--- src/rtl/fifo_pkg.sv ---
// Shared FIFO constants and width helpers.
// Used by sync_fifo_fwft and sync_fifo_mem.
package fifo_pkg;

  localparam int FIFO_MODE_STD  = 0;
  localparam int FIFO_MODE_FWFT = 1;

  // Pointer width for an n-entry array.
  function automatic int ptr_w(input int n);
    return (n <= 2) ? 1 : $clog2(n);
  endfunction

  // Count width able to hold 0..n.
  function automatic int cnt_w(input int n);
    return $clog2(n + 1);
  endfunction

endpackage

--- src/rtl/sync_fifo_mem.sv ---
// FIFO storage: DATA_WIDTH x FIFO_DEPTH, sync write, comb read.
// Ports: clk, we/waddr/wdata (write), raddr/rdata (read).
module sync_fifo_mem
  import fifo_pkg::*;
#(
  parameter int DATA_WIDTH = 8,
  parameter int FIFO_DEPTH = 8,
  parameter int PW         = ptr_w(FIFO_DEPTH)
) (
  input  logic                  clk,
  input  logic                  we,
  input  logic [PW-1:0]         waddr,
  input  logic [DATA_WIDTH-1:0] wdata,
  input  logic [PW-1:0]         raddr,
  output logic [DATA_WIDTH-1:0] rdata
);

  logic [DATA_WIDTH-1:0] mem [FIFO_DEPTH];

  always_ff @(posedge clk) begin
    if (we) mem[waddr] <= wdata;
  end

  assign rdata = mem[raddr];

endmodule

--- src/rtl/sync_fifo_fwft.sv ---
// Single-clock FIFO, any depth, optional first-word-fall-through.
// Ports: CLK, RST(async low), W_INC/WR_DATA, R_INC, FLUSH; RD_DATA,
// RD_VALID, FULL, EMPTY, ALMOST_FULL/EMPTY, COUNT, OVERFLOW, UNDERFLOW.
module sync_fifo_fwft
  import fifo_pkg::*;
#(
  parameter int DATA_WIDTH    = 8,
  parameter int FIFO_DEPTH    = 8,
  parameter int FWFT          = FIFO_MODE_STD,
  parameter int AFULL_THRESH  = FIFO_DEPTH - 1,
  parameter int AEMPTY_THRESH = 1,
  localparam int CW           = cnt_w(FIFO_DEPTH)
) (
  input  logic                  CLK,
  input  logic                  RST,
  input  logic                  W_INC,
  input  logic [DATA_WIDTH-1:0] WR_DATA,
  input  logic                  R_INC,
  input  logic                  FLUSH,
  output logic [DATA_WIDTH-1:0] RD_DATA,
  output logic                  RD_VALID,
  output logic                  FULL,
  output logic                  EMPTY,
  output logic                  ALMOST_FULL,
  output logic                  ALMOST_EMPTY,
  output logic [CW-1:0]         COUNT,
  output logic                  OVERFLOW,
  output logic                  UNDERFLOW
);

  localparam int PW = ptr_w(FIFO_DEPTH);

  if (FIFO_DEPTH < 2 ||
      AFULL_THRESH < 1 || AFULL_THRESH > FIFO_DEPTH ||
      AEMPTY_THRESH < 0 || AEMPTY_THRESH > FIFO_DEPTH - 1 ||
      (FWFT != FIFO_MODE_STD && FWFT != FIFO_MODE_FWFT))
  begin : g_param_err
    $error("sync_fifo_fwft: illegal parameter value");
  end

  logic [PW-1:0]         wr_ptr;
  logic [PW-1:0]         rd_ptr;
  logic [CW-1:0]         count_q;
  logic                  ovf_q;
  logic                  unf_q;
  logic                  rvalid_q;
  logic [DATA_WIDTH-1:0] rdata_q;
  logic [DATA_WIDTH-1:0] mem_rd;
  logic                  full;
  logic                  empty;
  logic                  wr_ok;
  logic                  rd_ok;

  // Wrap at FIFO_DEPTH-1; depth need not be a power of two.
  function automatic logic [PW-1:0] nxt(input logic [PW-1:0] p);
    return (p == PW'(FIFO_DEPTH - 1)) ? '0 : p + 1'b1;
  endfunction

  assign full  = (count_q == CW'(FIFO_DEPTH));
  assign empty = (count_q == '0);
  // Flush wins: concurrent requests are dropped silently.
  assign wr_ok = W_INC && !full && !FLUSH;
  assign rd_ok = R_INC && !empty && !FLUSH;

  sync_fifo_mem #(
    .DATA_WIDTH (DATA_WIDTH),
    .FIFO_DEPTH (FIFO_DEPTH),
    .PW         (PW)
  ) u_mem (
    .clk   (CLK),
    .we    (wr_ok),
    .waddr (wr_ptr),
    .wdata (WR_DATA),
    .raddr (rd_ptr),
    .rdata (mem_rd)
  );

  always_ff @(posedge CLK or negedge RST) begin
    if (!RST) begin
      wr_ptr   <= '0;
      rd_ptr   <= '0;
      count_q  <= '0;
      ovf_q    <= 1'b0;
      unf_q    <= 1'b0;
      rvalid_q <= 1'b0;
      rdata_q  <= '0;
    end else if (FLUSH) begin
      wr_ptr   <= '0;
      rd_ptr   <= '0;
      count_q  <= '0;
      ovf_q    <= 1'b0;
      unf_q    <= 1'b0;
      rvalid_q <= 1'b0;
    end else begin
      if (wr_ok) wr_ptr <= nxt(wr_ptr);
      if (rd_ok) rd_ptr <= nxt(rd_ptr);
      if (wr_ok && !rd_ok)
        count_q <= count_q + 1'b1;
      else if (rd_ok && !wr_ok)
        count_q <= count_q - 1'b1;
      if (W_INC && full)  ovf_q <= 1'b1;
      if (R_INC && empty) unf_q <= 1'b1;
      rvalid_q <= rd_ok;
      if (rd_ok) rdata_q <= mem_rd;
    end
  end

  // FWFT shows the head word directly; zero while empty.
  assign RD_DATA = (FWFT == FIFO_MODE_FWFT) ?
                   (empty ? '0 : mem_rd) : rdata_q;
  assign RD_VALID = (FWFT == FIFO_MODE_FWFT) ? !empty : rvalid_q;

  assign FULL         = full;
  assign EMPTY        = empty;
  assign ALMOST_FULL  = (count_q >= CW'(AFULL_THRESH));
  assign ALMOST_EMPTY = (count_q <= CW'(AEMPTY_THRESH));
  assign COUNT        = count_q;
  assign OVERFLOW     = ovf_q;
  assign UNDERFLOW    = unf_q;

endmodule

--- config.mk ---
export PLATFORM = sky130hd
export DESIGN_NAME = sync_fifo_fwft
export DESIGN_NICKNAME = d
export VERILOG_FILES = /design/src/rtl/fifo_pkg.sv /design/src/rtl/sync_fifo_mem.sv /design/src/rtl/sync_fifo_fwft.sv
export SDC_FILE = /design/constraint.sdc
export NUM_CORES = 1
export LEC_CHECK = 0
export BUFFER_PORTS_ARGS = -buffer_cell sky130_fd_sc_hd__buf_2
export CAP_MARGIN = 25
export CELL_PAD_IN_SITES_DETAIL_PLACEMENT = 1
export CELL_PAD_IN_SITES_GLOBAL_PLACEMENT = 2
export CORE_ASPECT_RATIO = 0.5
export CORE_MARGIN = 8
export CORE_UTILIZATION = 38
export DETAILED_ROUTE_END_ITERATION = 10
export PLACE_DENSITY_LB_ADDON = 0.1
export SLEW_MARGIN = 10
export SYNTH_ARGS = -nofsm -noshare
export SYNTH_HDL_FRONTEND = slang
export SYNTH_SLANG_ARGS = --single-unit
--- constraint.sdc ---
create_clock -name CLK -period 2.42 [get_ports CLK]
set_input_delay 0.484 -clock CLK [delete_from_list [all_inputs] [get_ports CLK]]
set_output_delay 0.484 -clock CLK [all_outputs]
set_load 0.03 [all_outputs]
==> results.cfg <==
[cts]
cts_resized = 0
post-cts-setup-buffers = 0
cts_max_path_buffers = 2
clock_tree.root_cell = clkbuf_16
path_clk_slew_ns = 0.06
clock_latency_ns = 0.33
clock_sinks = 85
cts_tree = yes
ctsHoldBuffers = 0
cts_buffers = 9
h-tree-depth = 3

[synthesis]
postSynthCellCount = 239
synth_nets = 260
yosysTopAreaCell = edfxtp_1
synth_top_area_share_pct = 52.9
ys_seq_area_share_pct = 67.4
ys_ff_latch = 85
syn_area_sq_um = 3630
ys_warn_count = 0
synthTopCellsByArea = edfxtp_1 (53%), dfrtp_1 (14%), mux2i_1 (9.4%)
ys_types = 37
avgSynthCellArea_sq_um = 15.2

[sta]
finalSetupTns_ns = 0
finalMaxSlewViolations = 0
min_period_ns = 2.27
relSlewSlack_pct = 57.2
hold_viol_final = 0
setup_viol = 0
period_share_pct = 93.8
clock.fmax_ghz = 0.441
worst_pin_slew_ns = 0.640
fin_skew_ns = 0.00684
rsz0062_at_grt = no

[power_and_ir_drop]
ir_drop_uv = 425
power.internal_uw = 3070
cellLeakagePower_uw = 0.00157
p_seq_share_pct = 40.3
clkPwrFrac_pct = 32.7
power_switching_uw = 1390
pwr-share-comb_pct = 27.0
power_density_nw_per_um2 = 1030
swShare_pct = 31.2

[route]
drt_iter0_markers = 56
wl_per_cell_um = 18.8
firstDrtPassIters = 6
wirelength_um = 7660
vias_per_cell = 5.24
vias = 2131
drcViolationCount = 0
ant_nets = 0

[floorplanning]
ios = 32
die_area_sq_um = 13100
die_w_um = 154
dieHeight_um = 85.1
initial_core_util_pct = 38.8
rows = 25
core-area_sq_um = 9350

[worst_setup_path]
critPathArrivalTime_ns = 2.25
cp.required_ns = 2.40
worstSetupEndpointType = flip-flop
critPathLaunchType = flip-flop
crit_fanout = 8
path_class = reg -> reg

[final_layout]
final_area_sq_um = 4310
diodes = 0
final_nets = 302
syn_to_final_growth_pct = 18.6
fillers = 967
multiInputGateArea_sq_um = 1120
drive_gt1_share_pct = 27.6
regArea_sq_um = 2450

[grt]
grt_max_degree = 33
gr-total-overflow = 0
grt_use_total_pct = 12.5
grt_pass1_wl_um = 12500
antenna_found_initial = 0
grt_pass1_vias = 2314

[job]
cap_violations = 0

[place]
port_buffers = 31
placed_area_sq_um = 3990
gp_congestion = 0.743
dp_hpwl_um = 5510

[min_path]
hold_class = in -> async

[outcome]
outcome = complete, no violations
==> critical path: stages, from the launching register on <==
cell      delay (ns)
dfrtp_2         0.42
inv_1           0.09
ha_1            0.26
nand3b_1        0.12
inv_1           0.07
or4b_4          0.53
nor2_2          0.40
==> synthesized netlist by cell type <==
library cell and count:
and2_1 2, buf_4 1, buf_2 4, a221oi_1 8, a311oi_1 1, nor2_2 1
nor3b_1 1, a211oi_1 2, nor2_1 14, o31ai_1 2, mux2i_1 34, nand2b_4 1
nor3_2 1, mux2_2 9, nand2_1 10, and3_1 1, a22o_1 8, nand4b_1 1
or4_1 1, dfrtp_1 21, ha_1 8, buf_1 3, nand2b_1 2, clkbuf_1 1
nor3_1 5, a21oi_1 7, o21ai_2 1, o21bai_1 1, nand3_1 3, nand3b_1 2
nor2b_1 5, a31oi_1 2, or3_1 3, buf_6 3, or4b_4 2, inv_1 4
edfxtp_1 64
==> power by group through the flow <==
stage	logic [uW]	registers, uW	clock network [uW]
2_1_floorplan	674	2020	0
3_3_place_gp	1220	1820	0
3_5_place_dp	1220	1830	0
4_1_cts	1230	1800	1500
5_1_grt	1310	1820	1550
6_report	1200	1800	1450
==> area by class of cell <==
type                    instances  area share (%)
repair buffers                 43            5.99
well taps                     121            3.52
clock inverters                 5            1.92
multi-input cells             138            25.9
clock buffers                  11            5.41
inverters                       4           0.349
flip-flops and latches         85            56.9
==> metal layers <==
metal	track usage (%)	up-vias	routed length, um
met5	0	-	0
met4	5.21	0	140
met3	4.00	12	311
met2	20.5	38	3710
met1	14.9	1077	3500
li1	-	1004	-
==> registers in the layout, indices dropped and copies added (netlist names) <==
register / count
COUNT: 4
wr_ptr: 3
RD_VALID: 1
OVERFLOW: 1
UNDERFLOW: 1
u_mem.mem: 64
RD_DATA: 8
rd_ptr: 3
==> final timing paths <==
| path | endpoint | start | slack [ns] | depth (start not counted) |
|---|---|---|---|---|
| setup / recovery | u_mem.mem[2][7]$_DFFE_PP_ | COUNT[0]$_DFFE_PN0P_ | 0.15 | 6 |
| max in group asynchronous | COUNT[1]$_DFFE_PN0P_ | RST | 1.92 | 1 |
| min in group CLK | u_mem.mem[3][7]$_DFFE_PP_ | WR_DATA[7] | 0.43 | 1 |
| hold / removal | RD_DATA[1]$_DFFE_PN0P_ | RST | 0.12 | 1 |
| hold reg to reg | RD_DATA[7]$_DFFE_PN0P_ | RD_DATA[7]$_DFFE_PN0P_ | 0.50 | 1 |
| setup reg to reg | u_mem.mem[2][7]$_DFFE_PP_ | COUNT[0]$_DFFE_PN0P_ | 0.15 | 6 |
==> layout by cell type (no fill, tap or decap), types with 4 or more instances in the layout <==
cell type	Yosys	routed
a21oi_1	7	7
nor2b_1	5	5
a221oi_1	8	8
dfrtp_1	21	19
clkbuf_16	0	9
buf_4	1	11
mux2_2	9	9
inv_1	4	4
a22o_1	8	8
ha_1	8	8
nor3_1	5	4
nor2_2	1	4
mux2i_1	34	34
edfxtp_1	64	64
nand2_1	10	10
buf_2	4	31
nor2_1	14	11
==> kinds of logic after synthesis <==
group,synth area share [%]
DFF,67.4
AOI/OAI and AO/OA,6.68
muxes,12.2
adders and majority gates,2.76
and+or+nand+nor,8.48
buffers and inverters,2.52
==> per-stage QoR <==
step / setup slack [ns] / std cells / hold slack [ns] / util [%] / total power, uW
after floorplan: 0.0463 / 239 / 0.188 / - / 2690
after global placement: 0.235 / 391 / 0.483 / 42.7 / 3030
after detailed placement: 0.144 / 391 / 0.494 / 42.7 / 3050
after CTS: 0.133 / 407 / 0.137 / 46.0 / 4530
after global routing: 0.0292 / 407 / 0.153 / 46.0 / 4680
final: 0.150 / 407 / 0.117 / 46.0 / 4450
No activity file was read; power rests on OpenSTA's default activity.
